`config.mk`:
```
export PLATFORM = sky130hd
export DESIGN_NAME = chan_mux_rr_flat
export DESIGN_NICKNAME = d
export VERILOG_FILES = /design/src/rtl/chan_mux_rr_if.sv /design/src/rtl/chan_mux_rr.sv /design/src/flat_wrapper.sv
export SDC_FILE = /design/constraint.sdc
export NUM_CORES = 1
export LEC_CHECK = 0
export CORE_MARGIN = 2
export CORE_UTILIZATION = 47
export DETAILED_ROUTE_END_ITERATION = 6
export HOLD_SLACK_MARGIN = 0.1
export PLACE_DENSITY = 0.82
export SYNTH_ARGS = -nofsm -noshare
export SYNTH_HDL_FRONTEND = slang
export SYNTH_SLANG_ARGS = --single-unit
```
`constraint.sdc`:
```
create_clock -name clk -period 2.4 [get_ports clk]
set_input_delay 0.36 -clock clk [delete_from_list [all_inputs] [get_ports clk]]
set_output_delay 0.36 -clock clk [all_outputs]
set_load 0.01 [all_outputs]
```
`src/rtl/chan_mux_rr_if.sv`:
```
// Handshake/data bundle for chan_mux_rr: per-channel input bus, the
// select controls and the registered output port.
// CHAN_MUX_RR_PARITY_EN adds the registered parity bit out_par.
interface chan_mux_rr_if #(
  parameter int N_CH  = 4,
  parameter int WIDTH = 8
);
  localparam int SEL_W = (N_CH > 1) ? $clog2(N_CH) : 1;

  logic                    mode;
  logic [SEL_W-1:0]        sel;
  logic [N_CH*WIDTH-1:0]   in_data;
  logic [N_CH-1:0]         in_valid;
  logic [N_CH-1:0]         in_ready;
  logic [WIDTH-1:0]        out_data;
  logic [SEL_W-1:0]        out_chan;
  logic                    out_valid;
  logic                    out_ready;
`ifdef CHAN_MUX_RR_PARITY_EN
  logic                    out_par;

  modport slave (
    input  mode, sel, in_data, in_valid, out_ready,
    output in_ready, out_data, out_chan, out_valid, out_par
  );
  modport master (
    output mode, sel, in_data, in_valid, out_ready,
    input  in_ready, out_data, out_chan, out_valid, out_par
  );
`else
  modport slave (
    input  mode, sel, in_data, in_valid, out_ready,
    output in_ready, out_data, out_chan, out_valid
  );
  modport master (
    output mode, sel, in_data, in_valid, out_ready,
    input  in_ready, out_data, out_chan, out_valid
  );
`endif
endinterface

```
`src/rtl/chan_mux_rr.sv`:
```
// chan_mux_rr: registered N-channel valid/ready multiplexer with a fixed
// select mode and a fair round-robin mode. One output register stage.
// Optional: define CHAN_MUX_RR_PARITY_EN to add out_par (XOR of out_data).
module chan_mux_rr #(
  parameter int N_CH  = 4,
  parameter int WIDTH = 8
) (
  input  logic          clk,
  input  logic          rst,
  chan_mux_rr_if.slave  bus
);
  localparam int SEL_W = (N_CH > 1) ? $clog2(N_CH) : 1;

  logic [WIDTH-1:0] ch_data [N_CH];
  logic [SEL_W-1:0] ptr_q;
  logic [SEL_W-1:0] gnt;
  logic             gnt_vld;
  logic             load;
  logic             xfer;
  logic [N_CH-1:0]  rdy;

  logic [WIDTH-1:0] data_p0;
  logic [SEL_W-1:0] chan_p0;
  logic             vld_p0;
`ifdef CHAN_MUX_RR_PARITY_EN
  logic             par_p0;
`endif

  function automatic logic even_par(input logic [WIDTH-1:0] d);
    return ^d;
  endfunction

  for (genvar i = 0; i < N_CH; i++) begin : g_unpack
    assign ch_data[i] = bus.in_data[i*WIDTH +: WIDTH];
  end

  // Output register can take a new word when empty or being drained.
  assign load = !vld_p0 || bus.out_ready;

  // Pick at most one candidate: external select, or first valid channel from ptr.
  always_comb begin
    int idx;
    gnt_vld = 1'b0;
    gnt     = '0;
    idx     = 0;
    if (!bus.mode) begin
      if (N_CH == 1) begin
        gnt_vld = 1'b1;
      end else if (int'(bus.sel) < N_CH) begin
        gnt_vld = 1'b1;
        gnt     = bus.sel;
      end
    end else begin
      for (int k = 0; k < N_CH; k++) begin
        idx = int'(ptr_q) + k;
        if (idx >= N_CH) idx = idx - N_CH;
        if (!gnt_vld && bus.in_valid[SEL_W'(idx)]) begin
          gnt_vld = 1'b1;
          gnt     = SEL_W'(idx);
        end
      end
    end
  end

  // Ready only toward the granted channel, and only when the register can load.
  always_comb begin
    rdy = '0;
    if (gnt_vld && load && !rst) rdy[gnt] = 1'b1;
  end

  assign bus.in_ready = rdy;
  assign xfer         = gnt_vld && load && !rst && bus.in_valid[gnt];

  // Stage p0: output register and round-robin pointer update.
  always_ff @(posedge clk) begin
    if (rst) begin
      vld_p0  <= 1'b0;
      data_p0 <= '0;
      chan_p0 <= '0;
      ptr_q   <= '0;
`ifdef CHAN_MUX_RR_PARITY_EN
      par_p0  <= 1'b0;
`endif
    end else if (load) begin
      vld_p0 <= xfer;
      if (xfer) begin
        data_p0 <= ch_data[gnt];
        chan_p0 <= gnt;
`ifdef CHAN_MUX_RR_PARITY_EN
        par_p0  <= even_par(ch_data[gnt]);
`endif
        if (bus.mode && N_CH > 1)
          ptr_q <= (gnt == SEL_W'(N_CH - 1)) ? '0 : gnt + SEL_W'(1);
      end
    end
  end

  assign bus.out_data  = data_p0;
  assign bus.out_chan  = chan_p0;
  assign bus.out_valid = vld_p0;
`ifdef CHAN_MUX_RR_PARITY_EN
  assign bus.out_par   = par_p0;
`endif
endmodule

```
`src/flat_wrapper.sv`:
```
// flat-port wrapper written by rule: the top's interface ports become plain ports
module chan_mux_rr_flat 
#(
  parameter int N_CH  = 4,
  parameter int WIDTH = 8
)
  (clk, rst, bus_mode, bus_sel, bus_in_data, bus_in_valid, bus_out_ready, bus_in_ready, bus_out_data, bus_out_chan, bus_out_valid);
  chan_mux_rr_if #(.N_CH(N_CH), .WIDTH(WIDTH)) bus_i ();
  input  logic clk;
  input  logic rst;
  input wire logic [$bits(bus_i.mode)-1:0] bus_mode;
  input wire logic [$bits(bus_i.sel)-1:0] bus_sel;
  input wire logic [$bits(bus_i.in_data)-1:0] bus_in_data;
  input wire logic [$bits(bus_i.in_valid)-1:0] bus_in_valid;
  input wire logic [$bits(bus_i.out_ready)-1:0] bus_out_ready;
  output wire logic [$bits(bus_i.in_ready)-1:0] bus_in_ready;
  output wire logic [$bits(bus_i.out_data)-1:0] bus_out_data;
  output wire logic [$bits(bus_i.out_chan)-1:0] bus_out_chan;
  output wire logic [$bits(bus_i.out_valid)-1:0] bus_out_valid;
  assign bus_i.mode = bus_mode;
  assign bus_i.sel = bus_sel;
  assign bus_i.in_data = bus_in_data;
  assign bus_i.in_valid = bus_in_valid;
  assign bus_i.out_ready = bus_out_ready;
  assign bus_in_ready = bus_i.in_ready;
  assign bus_out_data = bus_i.out_data;
  assign bus_out_chan = bus_i.out_chan;
  assign bus_out_valid = bus_i.out_valid;
  chan_mux_rr #(.N_CH(N_CH), .WIDTH(WIDTH)) u_core (.clk(clk), .rst(rst), .bus(bus_i));
endmodule
```
==> qor.yml <==
status:
  outcome: "finished clean"
detailed_routing:
  wl_per_cell_um: 15.8
  dr.first_iter.drc_count: 140
  drt_first_pass_iters: 4
  drc: 0
  finalWirelength_um: 5750
  detail-route-antenna-nets: 0
  viasPerCell: 5.84
  vias: 2125
die:
  start_util_pct: 48.3
  io_pins: 57
  die_w_um: 64.9
  core_area_mm2: 0.00361
  fp.dieH_um: 64.9
  rows: 22
  die_area_mm2: 0.00421
pwr:
  peakVddDrop_uv: 410
  powerDensity_mw_per_mm2: 387
  leakage_nw: 1.10
finish:
  finalNonFillerCells: 364
  drive_above_1_share_pct: 27.2
  diodes: 0
  final_core_util_pct: 75.4
  final_nets: 363
  area_growth_pct: 56.1
cts:
  clk_path_buf_depth: 2
  clock-sinks: 13
  htreeDepth: 1
  cts_buffers: 3
  cts.reportedPaths.clkPinSlew_ps: 60
  clockRootBuffer: "clkbuf_8"
  cts_tree: "yes"
  clk_latency_ps: 250
  ctsHoldBuffers: 0
critical_path:
  worstPathMaxFanout: 7
  r2r_setup_slack_ps: 300
  arrival_ps: 1980
  required_ps: 2040
  cp-start-kind: "input pin"
  critPathKind: "in2out"
  end_kind: "primary output"
grt:
  grt_pass1_vias: 2038
  grt_max_degree: 22
  grt_pass1_wl_um: 9470
  grtUsageTotal_pct: 28.5
  grt_overflow: 0
  grt_antenna_before_repair: 0
logic_synthesis:
  yosysWarnings: 0
  synthArstFlopShare_pct: 0
  synth_top_area_cell: "dfxtp_1"
  yosysMostFrequentCell: "nor2b_1"
  synth_area_leaders: "dfxtp_1 15%, nor2b_1 7.9%, mux2i_1 6.9%"
  ys_ff_latch: 13
  synth_top_area_share_pct: 14.9
  synthXorXnorAreaFrac_pct: 0
  synthFlopType: "dfxtp_1"
  synthTopCellsByCount: "22 x nor2b_1, 17 x a21oi_1, 17 x nand2_1"
  synth-simple-area-share_pct: 24.0
  syn-cell-area_mm2: 0.00174
  yosys.area_share.adder_pct: 2.87
  syn_area_per_cell_um2: 7.67
  synth-edff-count: 0
  synth-compound-area-share_pct: 41.7
  seq_area_frac_synth_pct: 14.9
  synth_top_family_by_area: "compound AO/OA/AOI/OAI gates"
  synthMuxAreaShare_pct: 8.19
  synthCells: 227
  synth_cell_types: 48
  synth_fp_nets: 273
timing:
  layout_min_cycle_time_ps: 2340
  worstMarginPinSlew_ps: 395
  fmaxAchievable_ghz: 0.428
  holdWs_ps: 455
  fin_crit_sh_pct: 97.3
  setup-violations-final: 0
  clock_skew_ps: 1.59
  rsz0062_at_grt: "false"
  slew_violations: 0
  hold_viol: 0
  slew_headroom_pct: 73.6
place:
  post-place-cells: 353
  dpl.hpwl_um: 4370
  io_buffers: 56
  place_congestion: 0.869
worst_hold_path:
  min_path_type: "reg2reg"
job:
  cap_violations: 0
## power by group
group          leakage (nW)  total (mW)  switching [mW]  internal [mW]
clock                0.0228       0.200          0.0822          0.118
combinational         0.971       0.589           0.275          0.315
sequential            0.108       0.264          0.0205          0.244
total                  1.10        1.05           0.378          0.676
## per-stage QoR
stage          TNS (ps)  instance area (um2)  power [mW]  setup slack [ps]
3_5_place_dp      -4540                 2580       0.829              -566
5_1_grt               0                 2720        1.11              22.2
2_1_floorplan         0                 1740       0.575               246
3_3_place_gp      -3480                 2580       0.819              -460
4_1_cts           -8.29                 2700        1.04             -8.29
6_report              0                 2720        1.05              64.8
## critical path, stage by stage
cell             delay (ps)
clkdlybuf4s50_1         470
buf_6                   130
a21oi_1                  50
a2bb2oi_2               210
nand2_1                  90
and2_4                  180
ha_1                    190
and2_1                  160
buf_2                   130
## final cells by class
class / count / area (um2)
clock buffers: 4 / 45.0
inverters: 8 / 32.5
fillers: 307 / 887
well taps: 48 / 60.1
repair buffers: 105 / 922
multi-input cells: 186 / 1400
flip-flops and latches: 13 / 264
## flip-flops by register name, indices dropped and copies added, names as in the netlist
| signal | count |
|---|---|
| u_core.bus.out_data | 8 |
| u_core.ptr_q | 2 |
| u_core.bus.out_valid | 1 |
| u_core.bus.out_chan | 2 |
## placed cells by master (no fill, tap or decap), types with 2 or more instances in the layout
cell / netlist / final
a211oi_1: 9 / 9
a21oi_1: 17 / 15
a21oi_2: 2 / 2
a21oi_4: 0 / 2
a221oi_1: 2 / 2
a22o_1: 3 / 3
a2bb2oi_1: 2 / 2
a311o_1: 8 / 8
a32o_1: 7 / 7
and2_1: 7 / 6
buf_2: 9 / 2
buf_4: 2 / 47
clkbuf_2: 0 / 2
clkbuf_8: 0 / 3
clkdlybuf4s50_1: 0 / 49
dfxtp_1: 13 / 12
dlygate4sd2_1: 0 / 2
ha_1: 4 / 4
inv_1: 7 / 6
mux2i_1: 12 / 11
nand2_1: 17 / 16
nand2b_1: 4 / 3
nand2b_4: 1 / 2
nor2_1: 14 / 14
nor2b_1: 22 / 21
nor3_1: 2 / 2
o21ai_0: 14 / 13
o21ai_1: 3 / 2
o21ai_2: 0 / 2
o22ai_1: 8 / 8
o31ai_2: 8 / 8
## final timing paths
check                                      startpoint                                   to  cells after the start
setup / recovery                      bus_in_valid[3]                      bus_in_ready[0]                      9
hold / removal    u_core.bus.out_chan[1]$_SDFFE_PP0P_  u_core.bus.out_chan[1]$_SDFFE_PP0P_                      2
hold reg to reg   u_core.bus.out_chan[1]$_SDFFE_PP0P_  u_core.bus.out_chan[1]$_SDFFE_PP0P_                      2
setup reg to reg         u_core.ptr_q[1]$_SDFFE_PP0P_  u_core.bus.out_data[0]$_SDFFE_PP0P_                      9
## layer usage
layer	routed length, um	global-route usage (%)
met2	3000	52.6
met1	2320	34.3
met3	363	4.34
met5	0	0
met4	69	6.91
## what timing repair did
| action | 4_1_cts | 5_1_grt |
|---|---|---|
| hold endpoints to repair | 0 | 0 |
| setup buffers | 4 | 3 |
| endpoints found under the setup margin | 11 | 3 |
| pin swaps | 10 | 8 |
| resized for setup | 28 | 8 |
## cells by family (layout without fill, tap and decap cells)
group / count (synthesis) / in the layout
buffers and inverters: 28 / 117
adders and majority gates: 4 / 4
and+or+nand+nor: 76 / 76
DFF: 13 / 13
AOI/OAI and AO/OA: 93 / 93
muxes: 13 / 13
(Power assumes the default switching activity.)
